[src/rtl/ebr_pkg.sv]
// Shared constants, payload types and lane helpers for the EBR port arbiter.
package ebr_pkg;

  localparam int unsigned EBR_X16 = 0;
  localparam int unsigned EBR_X8  = 1;
  localparam int unsigned EBR_X4  = 2;
  localparam int unsigned EBR_X2  = 3;

  localparam int unsigned EBR_WORD_W      = 16;
  localparam int unsigned EBR_ADDR_W      = 8;
  localparam int unsigned EBR_ELEM_ADDR_W = 11;
  localparam int unsigned EBR_LANE_W      = 3;

  typedef enum logic {
    PORT_A = 1'b0,
    PORT_B = 1'b1
  } ebr_port_e;

  // One registered access to the physical port.
  typedef struct packed {
    logic                  en;
    logic                  we;
    logic [EBR_ADDR_W-1:0] addr;
    logic [EBR_WORD_W-1:0] wdata;
    logic [EBR_WORD_W-1:0] mask;
  } ebr_cmd_t;

  // In-flight bookkeeping that routes read data back to its requester.
  typedef struct packed {
    logic                  rd;
    ebr_port_e             port;
    logic [EBR_LANE_W-1:0] lane;
  } ebr_tag_t;

  localparam ebr_cmd_t EBR_CMD_IDLE = '{
    en:    1'b0,
    we:    1'b0,
    addr:  8'h00,
    wdata: 16'h0000,
    mask:  16'hFFFF
  };

  // RAM bit i belongs to lane (i mod 2^mode); bits of the selected lane are writable.
  function automatic logic [EBR_WORD_W-1:0] lane_mask(input int unsigned mode,
                                                      input logic [EBR_LANE_W-1:0] lane);
    logic [EBR_WORD_W-1:0] m;
    int unsigned           lm;
    lm = (32'd1 << mode) - 32'd1;
    m  = '1;
    for (int unsigned i = 0; i < EBR_WORD_W; i++) begin
      if ((i & lm) == 32'(lane)) begin
        m[4'(i)] = 1'b0;
      end
    end
    return m;
  endfunction

endpackage

[src/rtl/ebr_lane_map.sv]
// Element <-> 16-bit word mapping for one requester of fixed width MODE.
module ebr_lane_map
  import ebr_pkg::*;
#(
  parameter int unsigned MODE = EBR_X16
) (
  input  logic [EBR_ELEM_ADDR_W-1:0] addr,
  input  logic [EBR_WORD_W-1:0]      wdata,
  input  logic [EBR_LANE_W-1:0]      rd_lane,
  input  logic [EBR_WORD_W-1:0]      ram_rdata,
  output logic [EBR_ADDR_W-1:0]      word_c,
  output logic [EBR_LANE_W-1:0]      lane_c,
  output logic [EBR_WORD_W-1:0]      mask_c,
  output logic [EBR_WORD_W-1:0]      wdata_c,
  output logic [EBR_WORD_W-1:0]      rdata_c
);

  localparam int unsigned     STRIDE     = 32'd1 << MODE;
  localparam int unsigned     ELEM_W     = EBR_WORD_W >> MODE;
  localparam int unsigned     LANE_MSK_I = STRIDE - 32'd1;
  localparam logic [EBR_LANE_W-1:0] LANE_MSK = EBR_LANE_W'(LANE_MSK_I);

  generate
    if (MODE > EBR_X2) begin : g_bad_mode
      $error("ebr_lane_map: MODE must be in 0..3");
    end
  endgenerate

  // Address bits above the mode's range and wdata bits above the element are don't-care.
  logic unused_in;
  assign unused_in = ^{addr, wdata};

  assign word_c = addr[EBR_ADDR_W-1+MODE:MODE];
  assign lane_c = addr[EBR_LANE_W-1:0] & LANE_MSK;
  assign mask_c = lane_mask(MODE, lane_c);

  // Element bit j lands on RAM bit j*2^MODE + lane.
  always_comb begin
    wdata_c = '0;
    for (int unsigned i = 0; i < EBR_WORD_W; i++) begin
      if ((i & LANE_MSK_I) == 32'(lane_c)) begin
        wdata_c[4'(i)] = wdata[4'(i >> MODE)];
      end
    end
  end

  always_comb begin
    rdata_c = '0;
    for (int unsigned j = 0; j < ELEM_W; j++) begin
      rdata_c[4'(j)] = ram_rdata[4'(j * STRIDE + 32'(rd_lane & LANE_MSK))];
    end
  end

endmodule

[src/rtl/ebr_port_arbiter.sv]
// Round-robin sharing of one 256x16 EBR port between two fixed-width requesters.
module ebr_port_arbiter
  import ebr_pkg::*;
#(
  parameter int unsigned MODE_A = EBR_X16,
  parameter int unsigned MODE_B = EBR_X16
) (
  input  logic                       clk,
  input  logic                       resetn,
  input  logic                       a_valid,
  output logic                       a_ready,
  input  logic                       a_we,
  input  logic [EBR_ELEM_ADDR_W-1:0] a_addr,
  input  logic [EBR_WORD_W-1:0]      a_wdata,
  output logic                       a_rsp_valid,
  output logic [EBR_WORD_W-1:0]      a_rdata,
  input  logic                       b_valid,
  output logic                       b_ready,
  input  logic                       b_we,
  input  logic [EBR_ELEM_ADDR_W-1:0] b_addr,
  input  logic [EBR_WORD_W-1:0]      b_wdata,
  output logic                       b_rsp_valid,
  output logic [EBR_WORD_W-1:0]      b_rdata,
  output logic                       ram_en,
  output logic                       ram_we,
  output logic [EBR_ADDR_W-1:0]      ram_addr,
  output logic [EBR_WORD_W-1:0]      ram_wdata,
  output logic [EBR_WORD_W-1:0]      ram_mask,
  input  logic [EBR_WORD_W-1:0]      ram_rdata
);

  logic     last_gnt_b;
  logic     grant_a_c;
  logic     grant_b_c;
  ebr_cmd_t cmd_q;
  ebr_cmd_t cmd_nxt_c;
  ebr_tag_t tag_nxt_c;
  ebr_tag_t tag1_q;
  ebr_tag_t tag2_q;

  logic [EBR_ADDR_W-1:0] word_a_c;
  logic [EBR_ADDR_W-1:0] word_b_c;
  logic [EBR_LANE_W-1:0] lane_a_c;
  logic [EBR_LANE_W-1:0] lane_b_c;
  logic [EBR_WORD_W-1:0] mask_a_c;
  logic [EBR_WORD_W-1:0] mask_b_c;
  logic [EBR_WORD_W-1:0] wdata_a_c;
  logic [EBR_WORD_W-1:0] wdata_b_c;
  logic [EBR_WORD_W-1:0] rdata_a_c;
  logic [EBR_WORD_W-1:0] rdata_b_c;

  ebr_lane_map #(.MODE(MODE_A)) u_map_a (
    .addr      (a_addr),
    .wdata     (a_wdata),
    .rd_lane   (tag2_q.lane),
    .ram_rdata (ram_rdata),
    .word_c    (word_a_c),
    .lane_c    (lane_a_c),
    .mask_c    (mask_a_c),
    .wdata_c   (wdata_a_c),
    .rdata_c   (rdata_a_c)
  );

  ebr_lane_map #(.MODE(MODE_B)) u_map_b (
    .addr      (b_addr),
    .wdata     (b_wdata),
    .rd_lane   (tag2_q.lane),
    .ram_rdata (ram_rdata),
    .word_c    (word_b_c),
    .lane_c    (lane_b_c),
    .mask_c    (mask_b_c),
    .wdata_c   (wdata_b_c),
    .rdata_c   (rdata_b_c)
  );

  // The side not served most recently wins a tie; nothing is granted while in reset.
  assign grant_a_c = resetn & a_valid & (~b_valid | last_gnt_b);
  assign grant_b_c = resetn & b_valid & (~a_valid | ~last_gnt_b);
  assign a_ready   = grant_a_c;
  assign b_ready   = grant_b_c;

  always_comb begin
    cmd_nxt_c = EBR_CMD_IDLE;
    tag_nxt_c = '0;
    if (grant_a_c) begin
      cmd_nxt_c.en   = 1'b1;
      cmd_nxt_c.we   = a_we;
      cmd_nxt_c.addr = word_a_c;
      if (a_we) begin
        cmd_nxt_c.wdata = wdata_a_c;
        cmd_nxt_c.mask  = mask_a_c;
      end
      tag_nxt_c.rd   = ~a_we;
      tag_nxt_c.port = PORT_A;
      tag_nxt_c.lane = lane_a_c;
    end else if (grant_b_c) begin
      cmd_nxt_c.en   = 1'b1;
      cmd_nxt_c.we   = b_we;
      cmd_nxt_c.addr = word_b_c;
      if (b_we) begin
        cmd_nxt_c.wdata = wdata_b_c;
        cmd_nxt_c.mask  = mask_b_c;
      end
      tag_nxt_c.rd   = ~b_we;
      tag_nxt_c.port = PORT_B;
      tag_nxt_c.lane = lane_b_c;
    end
  end

  always_ff @(posedge clk) begin
    if (!resetn) begin
      last_gnt_b <= 1'b1;
    end else if (grant_a_c) begin
      last_gnt_b <= 1'b0;
    end else if (grant_b_c) begin
      last_gnt_b <= 1'b1;
    end
  end

  // Command register feeds the EBR; tag stages track the command and the read-data cycle.
  always_ff @(posedge clk) begin
    if (!resetn) begin
      cmd_q  <= '0;
      tag1_q <= '0;
      tag2_q <= '0;
    end else begin
      cmd_q  <= cmd_nxt_c;
      tag1_q <= tag_nxt_c;
      tag2_q <= tag1_q;
    end
  end

  assign ram_en    = cmd_q.en;
  assign ram_we    = cmd_q.we;
  assign ram_addr  = cmd_q.addr;
  assign ram_wdata = cmd_q.wdata;
  assign ram_mask  = cmd_q.mask;

  always_ff @(posedge clk) begin
    if (!resetn) begin
      a_rsp_valid <= 1'b0;
      b_rsp_valid <= 1'b0;
      a_rdata     <= '0;
      b_rdata     <= '0;
    end else begin
      a_rsp_valid <= tag2_q.rd & (tag2_q.port == PORT_A);
      b_rsp_valid <= tag2_q.rd & (tag2_q.port == PORT_B);
      if (tag2_q.rd && (tag2_q.port == PORT_A)) begin
        a_rdata <= rdata_a_c;
      end
      if (tag2_q.rd && (tag2_q.port == PORT_B)) begin
        b_rdata <= rdata_b_c;
      end
    end
  end

endmodule

[config.mk]
export PLATFORM = sky130hd
export DESIGN_NAME = ebr_port_arbiter
export DESIGN_NICKNAME = d
export VERILOG_FILES = /design/src/rtl/ebr_pkg.sv /design/src/rtl/ebr_lane_map.sv /design/src/rtl/ebr_port_arbiter.sv
export SDC_FILE = /design/constraint.sdc
export NUM_CORES = 1
export LEC_CHECK = 0
export BUFFER_PORTS_ARGS = -buffer_cell sky130_fd_sc_hd__buf_4
export CORE_MARGIN = 4
export CORE_UTILIZATION = 45
export CTS_BUF_LIST = sky130_fd_sc_hd__clkbuf_4 sky130_fd_sc_hd__clkbuf_8 sky130_fd_sc_hd__clkbuf_16
export DETAILED_ROUTE_END_ITERATION = 12
export PLACE_DENSITY = 0.9
export SLEW_MARGIN = 25
export SYNTH_ARGS = -nofsm -noshare
export SYNTH_HDL_FRONTEND = slang
export SYNTH_SLANG_ARGS = --single-unit
[constraint.sdc]
create_clock -name clk -period 3.8 [get_ports clk]
set_input_delay 0.38 -clock clk [delete_from_list [all_inputs] [get_ports clk]]
set_output_delay 0.38 -clock clk [all_outputs]
set_load 0.01 [all_outputs]
==> results of run 1 <==
-- layer usage --
metal	part of all wire, %	vias up	GRT usage, %
met2	53	90	32.7
met1	38	955	20.4
li1	-	1047	-
met5	0	-	0
met4	1.7	0	9.63
met3	7.9	10	4.26
-- cell usage after synthesis, types with 2 or more instances --
cell       n  area [sq um]
a21boi_1   4          30.0
buf_2      5          25.0
clkbuf_2   2          10.0
nand2b_1   2          12.5
buf_4     16           120
dfxtp_1   66          1320
clkbuf_1   4          15.0
a21boi_0  28           210
buf_6      2          22.5
and2_1     4          25.0
a22o_1    18           158
nand3_1    4          20.0
nand2_1   68           255
a22o_2     6          60.1
and3_1     2          12.5
-- layout by cell type (no fill, tap or decap), drive strengths merged --
cell,n
a21boi,32
a22o,24
and2,4
and3,2
and4,2
buf,148
bufinv,1
clkbuf,14
clkinv,2
dfxtp,66
inv,2
nand2,68
nand2b,2
nand3,4
nor2b,1
o21ai,1
o22ai,1
or2,1
-- worst max-delay path: cells and delay by family, from the launching register on --
kind / cells / cell delay, ns
buffers and inverters: 2 / 0.47
DFF: 1 / 0.34
and+or+nand+nor: 2 / 0.24
-- worst max-delay path by stage --
stage,from,end,slack (ns),cells after the start
after floorplan,last_gnt_b,ram_wdata[0],2.59,5
after global placement,resetn,b_ready,2.16,4
after detailed placement,resetn,b_ready,2.14,4
after CTS,last_gnt_b,b_ready,2.03,4
after global routing,last_gnt_b,b_ready,1.89,4
final,last_gnt_b,b_ready,2.06,4
-- cells by family (layout without fill, tap and decap cells) --
kind of cell           after synthesis  after routing  synth area share [%]
AOI/OAI and AO/OA                   58             58                  19.8
buffers and inverters               33            167                  9.25
DFF                                 66             66                  55.8
and+or+nand+nor                     84             84                  15.1
-- sequential cells by signal (all words and copies together) (netlist names) --
register     count
b_rsp_valid      1
b_rdata         16
ram_mask         1
ram_wdata       16
last_gnt_b       1
ram_en           1
ram_we           1
a_rsp_valid      1
ram_addr         8
tag1_q           2
tag2_q           2
a_rdata         16
-- power by group --
group	total (mW)	leakage, nW	switching (mW)	internal, mW
combinational	0.181	1.01	0.0721	0.109
sequential	0.730	0.538	0.0124	0.717
clock	0.599	0.111	0.238	0.361
total	1.51	1.66	0.323	1.19
-- area by class of cell --
class | instances | area [sq um] | share of cell area (%)
clock buffers | 14 | 174 | 4.88
clock inverters | 2 | 35.0 | 0.982
inverters | 3 | 11.3 | 0.316
multi-input cells | 142 | 827 | 23.2
flip-flops and latches | 66 | 1320 | 37.0
well taps | 70 | 87.6 | 2.46
repair buffers | 148 | 1110 | 31.1
-- stage by stage --
| step | hold WS (ns) | cell area, sq um | util (%) |
|---|---|---|---|
| global route | 0.242 | 3570 | 69.8 |
| detailed placement | 0.423 | 3360 | 65.8 |
| global placement | 0.425 | 3360 | 65.8 |
| CTS | 0.248 | 3570 | 69.8 |
| finish | 0.266 | 3570 | 69.8 |
| floorplan | 0.412 | 2370 | - |
==> results.toml, run 1 <==
[die]
rows = 26
ioPinCount = 154
die_area_sq_mm = 0.00649
start_util_pct = 46.3
core_area_sq_mm = 0.00511
die_h_um = 80.5
die_x_um = 80.5

[timing]
finalSetupViolations = 0
hold_viol = 0
slew_violations = 0
max-slew-margin-rel_pct = 58.9
rsz0062_at_grt = "no"
period_share_pct = 45.9
tightest_slew_ns = 0.617
fin_ws_ns = 2.06
finClkSkew_ns = 0.00588
fin_setup_tns_ns = 0
fmax_mhz = 573
post-route-min-period_ns = 1.74

[layout]
area_growth_pct = 50.7
antennaDiodeCount = 0
fill_cells = 415
fin_nets = 446
drive_above_1_share_pct = 45.9
final_cells = 445

[global_route]
grt_max_degree = 43
grt_pass1_vias = 1967
antenna_found_initial = 0
grt_pass1_wl_um = 9230
grt.total_usage_pct = 18.5
overflow = 0

[placed_design]
port_buffers = 147
dp_hpwl_um = 4610
dp_worst_setup_slack_ns = 2.14
place_inst = 429
finalWeightedCongestion = 0.780

[power]
power_density_mw_per_mm2 = 423
p_leak_nw = 1.66
fin_total_pwr_mw = 1.51
peakVddDrop_v = 0.000261

[worst_setup_path]
crit_fanout = 9
reg2reg_from = "tag2_q[3]"
crit_chain = "nand2_1 -> nand3_1 -> clkinv_1 -> buf_4"
critPathSlowestCell = "dfxtp_1"
crit_path_end_kind = "output port"
startpoint_type = "register"
required_ns = 3.42
cpPeakStageDelay_ns = 0.34
critPathArrivalTime_ns = 1.36
rr_worst_depth = 3
r2r-end = "a_rdata[2]"
regToRegSetupSlack_ns = 2.48
crit_type = "reg -> out"

[routing]
drcViolationCount = 0
antenna_left = 0
wl_um = 6090
drtPass1Iterations = 5
vias_per_cell = 4.72
drt-wirelength-per-cell_um = 13.7
vias = 2102
first_iter_violations = 86

[synthesis]
synth_edf_count = 0
netlist_area_sq_mm = 0.00237
ys_ff_latch = 66
async_flop_share_pct = 0
syn_nets = 317
ys_seq_area_share_pct = 55.8
syn_area_per_cell_sq_um = 9.82
yosys_warnings = 0
yosysUniqueCellTypes = 25
ys_dominant_reg_cell = "dfxtp_1"
syn_inst = 241

[worst_hold_path]
min_path_cells = 2
min_path_type = "in -> reg"
hold_path_startpoint = "b_addr[7]"
holdPathEnd = "ram_addr[7]"

[clock_tree]
cts_setup_buffers = 0
ctsRootBufferMaster = "clkbuf_8"
ctsHoldBuffers = 0
cts_buffer_depth = 2
clkTransAtPathRegs_ns = 0.07
clk_latency_ns = 0.32
cts.sinks = 66
cts_max_level = 3
cts_made_buffers = 9
cts_tree = "done"
cts_resized = 0

[flow_run]
cap_viol_max_count = 0

[outcome]
outcome = "finished clean"
Note: power is estimated with default switching activity, not from simulation.
==> run 2, diff against run 1 <==
Settings changed: CORE_UTILIZATION 45 to 42, PLACE_DENSITY 0.9 to 0.85.
Clock period 3.8 ns to 1.8 ns, I/O delays scaled along.
==> run 2 against run 1 <==
Net effect: critical path depth unchanged; highest routed layer unchanged; setup slack worse by 1.8 ns; largest power group unchanged; global-route usage is 0.46 points lower; non-clock buffer count rose by 1; largest cell class unchanged; worst hold slack worse by 0.20 ns; critical path type unchanged; critical endpoint unchanged; routed wire length grew 4.8%; clock power rose by 100%.
==> results.toml, run 2 (synthesis gave the netlist of run 1 again) <==
[timing]
slew_violations = 0
fmax_mhz = 633
rsz0062_at_grt = "no"
holdWs_ns = 0.0633
finalSetupViolations = 0
period_share_pct = 87.8
max-slew-margin-rel_pct = 55.3
fin_setup_tns_ns = 0
finClkSkew_ns = 0.00802
post-route-min-period_ns = 1.58
hold_viol = 0
tightest_slew_ns = 0.670

[placed_design]
finalWeightedCongestion = 0.785
port_buffers = 147
dp_hpwl_um = 4740

[worst_setup_path]
cpPeakStageDelay_ns = 0.34
startpoint_type = "register"
required_ns = 1.62
crit_path_end_kind = "output port"
crit_fanout = 9
crit_chain = "nand2_1 -> nand3_1 -> clkinv_1 -> buf_4"
critPathSlowestCell = "dfxtp_1"
crit_type = "reg -> out"
critPathArrivalTime_ns = 1.40

[routing]
wl_um = 6380
drt-wirelength-per-cell_um = 14.3
first_iter_violations = 62
vias = 2099
drcViolationCount = 0
vias_per_cell = 4.70
antenna_left = 0
drtPass1Iterations = 4

[layout]
final_cell_mix = "149 x buf_4, 68 x nand2_1, 66 x dfxtp_1"
utilization_pct = 65.1
drive_above_1_share_pct = 45.9
antennaDiodeCount = 0
area_growth_pct = 50.4
fin_nets = 447
final_common_cell = "buf_4"

[global_route]
antenna_found_initial = 0
grt.total_usage_pct = 18.0
overflow = 0
grt_pass1_vias = 2168
grt_max_degree = 43
grt_pass1_wl_um = 10100

[clock_tree]
ctsRootBufferMaster = "clkbuf_8"
cts_buffer_depth = 2
ctsHoldBuffers = 0
clk_latency_ns = 0.32
cts_made_buffers = 9
cts_max_level = 3
cts_tree = "done"
cts_setup_buffers = 0
cts.sinks = 66
cts_resized = 0
clkTransAtPathRegs_ns = 0.07

[die]
die_h_um = 83.1
die_x_um = 83.1
rows = 27
core_area_sq_mm = 0.00547
ioPinCount = 154
start_util_pct = 43.3
die_area_sq_mm = 0.00690

[power]
peakVddDrop_v = 0.000464
p_leak_nw = 1.66
power_density_mw_per_mm2 = 881

[outcome]
outcome = "finished clean"

[flow_run]
cap_viol_max_count = 0

[worst_hold_path]
min_path_type = "in -> reg"
==> run 2: metal layers <==
| layer | global-route usage (%) | wire, um |
|---|---|---|
| met1 | 19.1 | 2510 |
| met5 | 0 | 0 |
| met2 | 32.4 | 3350 |
| met4 | 9.21 | 175 |
| met3 | 4.96 | 347 |
==> run 2: final timing paths <==
| path | slack [ns] | startpoint | end | depth (start not counted) |
|---|---|---|---|---|
| setup / recovery | 0.22 | last_gnt_b | b_ready | 4 |
| hold reg to reg | 0.43 | tag1_q[3] | tag2_q[3] | 1 |
| setup reg to reg | 0.50 | tag2_q[3] | a_rdata[3] | 3 |
| hold / removal | 0.06 | b_we | tag1_q[4] | 2 |
==> run 2: power by group <==
part,switching (mW),leakage (nW),internal [mW]
clock network,0.514,0.103,0.697
registers,0.0262,0.538,1.51
logic,0.156,1.02,0.231
==> run 2: per-stage QoR <==
step           worst slack (ns)  std cells  instance area [sq um]  power (mW)
2_1_floorplan             0.593        241                   2370        1.74
3_3_place_gp              0.552        432                   3370        1.95
3_5_place_dp              0.504        432                   3370        1.96
4_1_cts                   0.201        447                   3560        3.17
5_1_grt                  0.0961        447                   3560        3.27
6_report                  0.220        447                   3560        3.14
==> run 2: layout make-up <==
class	count	area (sq um)
repair buffers	149	1120
fillers	477	1910
well taps	72	90.1
clock inverters	3	40.0
multi-input cells	142	827
inverters	3	11.3
flip-flops and latches	66	1320
clock buffers	12	153
==> run 2: worst max-delay path, delay by kind of cell (launching register included) <==
family | cells | cell delay (ns)
buffers and inverters | 2 | 0.48
flip-flops | 1 | 0.34
AND/OR/NAND/NOR | 2 | 0.26
==> run 3, diff against run 2 <==
Settings changed: CELL_PAD_IN_SITES_DETAIL_PLACEMENT set to 2, CELL_PAD_IN_SITES_GLOBAL_PLACEMENT set to 2, CORE_UTILIZATION 42 to 24, PLACE_DENSITY 0.85 to 0.88.
Clock period 1.8 ns to 2 ns, I/O delays scaled along.
==> run 3 against run 2 <==
Net effect: sequential share of layout area fell by 1.1 points; register-to-register slack improved by 0.15 ns; final area rose by 3.0%; total power fell by 3.9%; via count rose by 2.3%; critical endpoint unchanged; largest cell class unchanged.
==> results.toml, run 3 (synthesis gave the netlist of run 1 again) <==
[worst_setup_path]
startpoint_type = "register"
required_ns = 1.80
regToRegSetupSlack_ns = 0.65
crit_path_end_kind = "output port"
rr_worst_depth = 3
crit_fanout = 9
crit_type = "reg -> out"
critPathArrivalTime_ns = 1.44
reg2reg_from = "tag2_q[3]"
r2r-end = "a_rdata[5]"

[worst_hold_path]
min_path_cells = 2
holdPathEnd = "ram_addr[6]"
min_path_type = "in -> reg"
hold_path_startpoint = "b_addr[6]"

[clock_tree]
cts_buffer_depth = 2
cts_setup_buffers = 0
cts_tree = "done"
cts_made_buffers = 9
cts_max_level = 3
clkTransAtPathRegs_ns = 0.08
cts_resized = 0
ctsHoldBuffers = 0
clk_latency_ns = 0.33
cts.sinks = 66
ctsRootBufferMaster = "clkbuf_8"

[power]
peakVddDrop_v = 0.000312
fin_total_pwr_mw = 3.02
p_leak_nw = 1.67
power_density_mw_per_mm2 = 823

[routing]
wl_um = 8170
vias = 2148
antenna_left = 0
drtPass1Iterations = 4
first_iter_violations = 84
drcViolationCount = 0
vias_per_cell = 4.25
drt-wirelength-per-cell_um = 16.2

[layout]
final_cell_mix = "149 x buf_4, 68 x nand2_1, 66 x dfxtp_1"
fin_nets = 447
utilization_pct = 39.0
area_growth_pct = 54.9
drive_above_1_share_pct = 46.0
final_common_cell = "buf_4"
antennaDiodeCount = 0

[die]
rows = 35
die_h_um = 107
die_area_sq_mm = 0.0115
ioPinCount = 154
start_util_pct = 25.1
core_area_sq_mm = 0.00942
die_x_um = 107

[timing]
finClkSkew_ns = 0.0114
max-slew-margin-rel_pct = 55.2
finalSetupViolations = 0
holdWs_ns = 0.0757
period_share_pct = 82.0
post-route-min-period_ns = 1.64
fmax_mhz = 610
hold_viol = 0
rsz0062_at_grt = "no"
slew_violations = 0
fin_setup_tns_ns = 0
tightest_slew_ns = 0.672

[placed_design]
finalWeightedCongestion = 0.708
port_buffers = 147
dp_hpwl_um = 6270

[outcome]
outcome = "finished clean"

[global_route]
grt_max_degree = 43
antenna_found_initial = 0
grt_pass1_vias = 2412
overflow = 0
grt_pass1_wl_um = 12700
grt.total_usage_pct = 14.2

[flow_run]
cap_viol_max_count = 0
run 3: per-layer routing:
layer	wire [um]	track usage, %	up-vias
met5	0	0	-
met4	145	5.57	0
met3	655	3.96	11
met2	4390	26.2	84
met1	2980	15.1	1007
li1	-	-	1046
run 3: how the worst max path moves through the flow:
stage	start	endpoint	slack, ns	depth (start not counted)
2_1_floorplan	last_gnt_b	ram_wdata[0]	0.79	5
3_5_place_dp	resetn	ram_wdata[0]	0.45	3
4_1_cts	last_gnt_b	b_ready	0.31	4
6_report	last_gnt_b	b_ready	0.36	4
5_1_grt	last_gnt_b	b_ready	0.22	4
3_3_place_gp	resetn	ram_wdata[11]	0.52	3
run 3: cell type report:
| cell class | instances | area [sq um] |
|---|---|---|
| Clock buffer | 12 | 153 |
| Clock inverter | 4 | 75.1 |
| Fill cell | 1041 | 5750 |
| Inverter | 3 | 11.3 |
| Multi-Input combinational cell | 142 | 827 |
| Sequential cell | 66 | 1320 |
| Tap cell | 129 | 161 |
| Timing Repair Buffer | 149 | 1120 |
run 3: power breakdown:
group          switching, mW  internal (mW)
clock network          0.511          0.765
registers             0.0234           1.36
logic                  0.148          0.207
run 3: critical path, cell delays in order, from the launching register on:
cell and delay (ns):
dfxtp_1 0.34, nand2_1 0.10, nand3_1 0.18, clkinv_1 0.27, buf_4 0.23
run 3: per-stage QoR:
stage	cells	setup WS [ns]	cell area, sq um
after floorplan	241	0.793	2370
after global placement	489	0.520	3440
after detailed placement	489	0.455	3440
after CTS	505	0.306	3670
after global routing	505	0.221	3670
final	505	0.360	3670
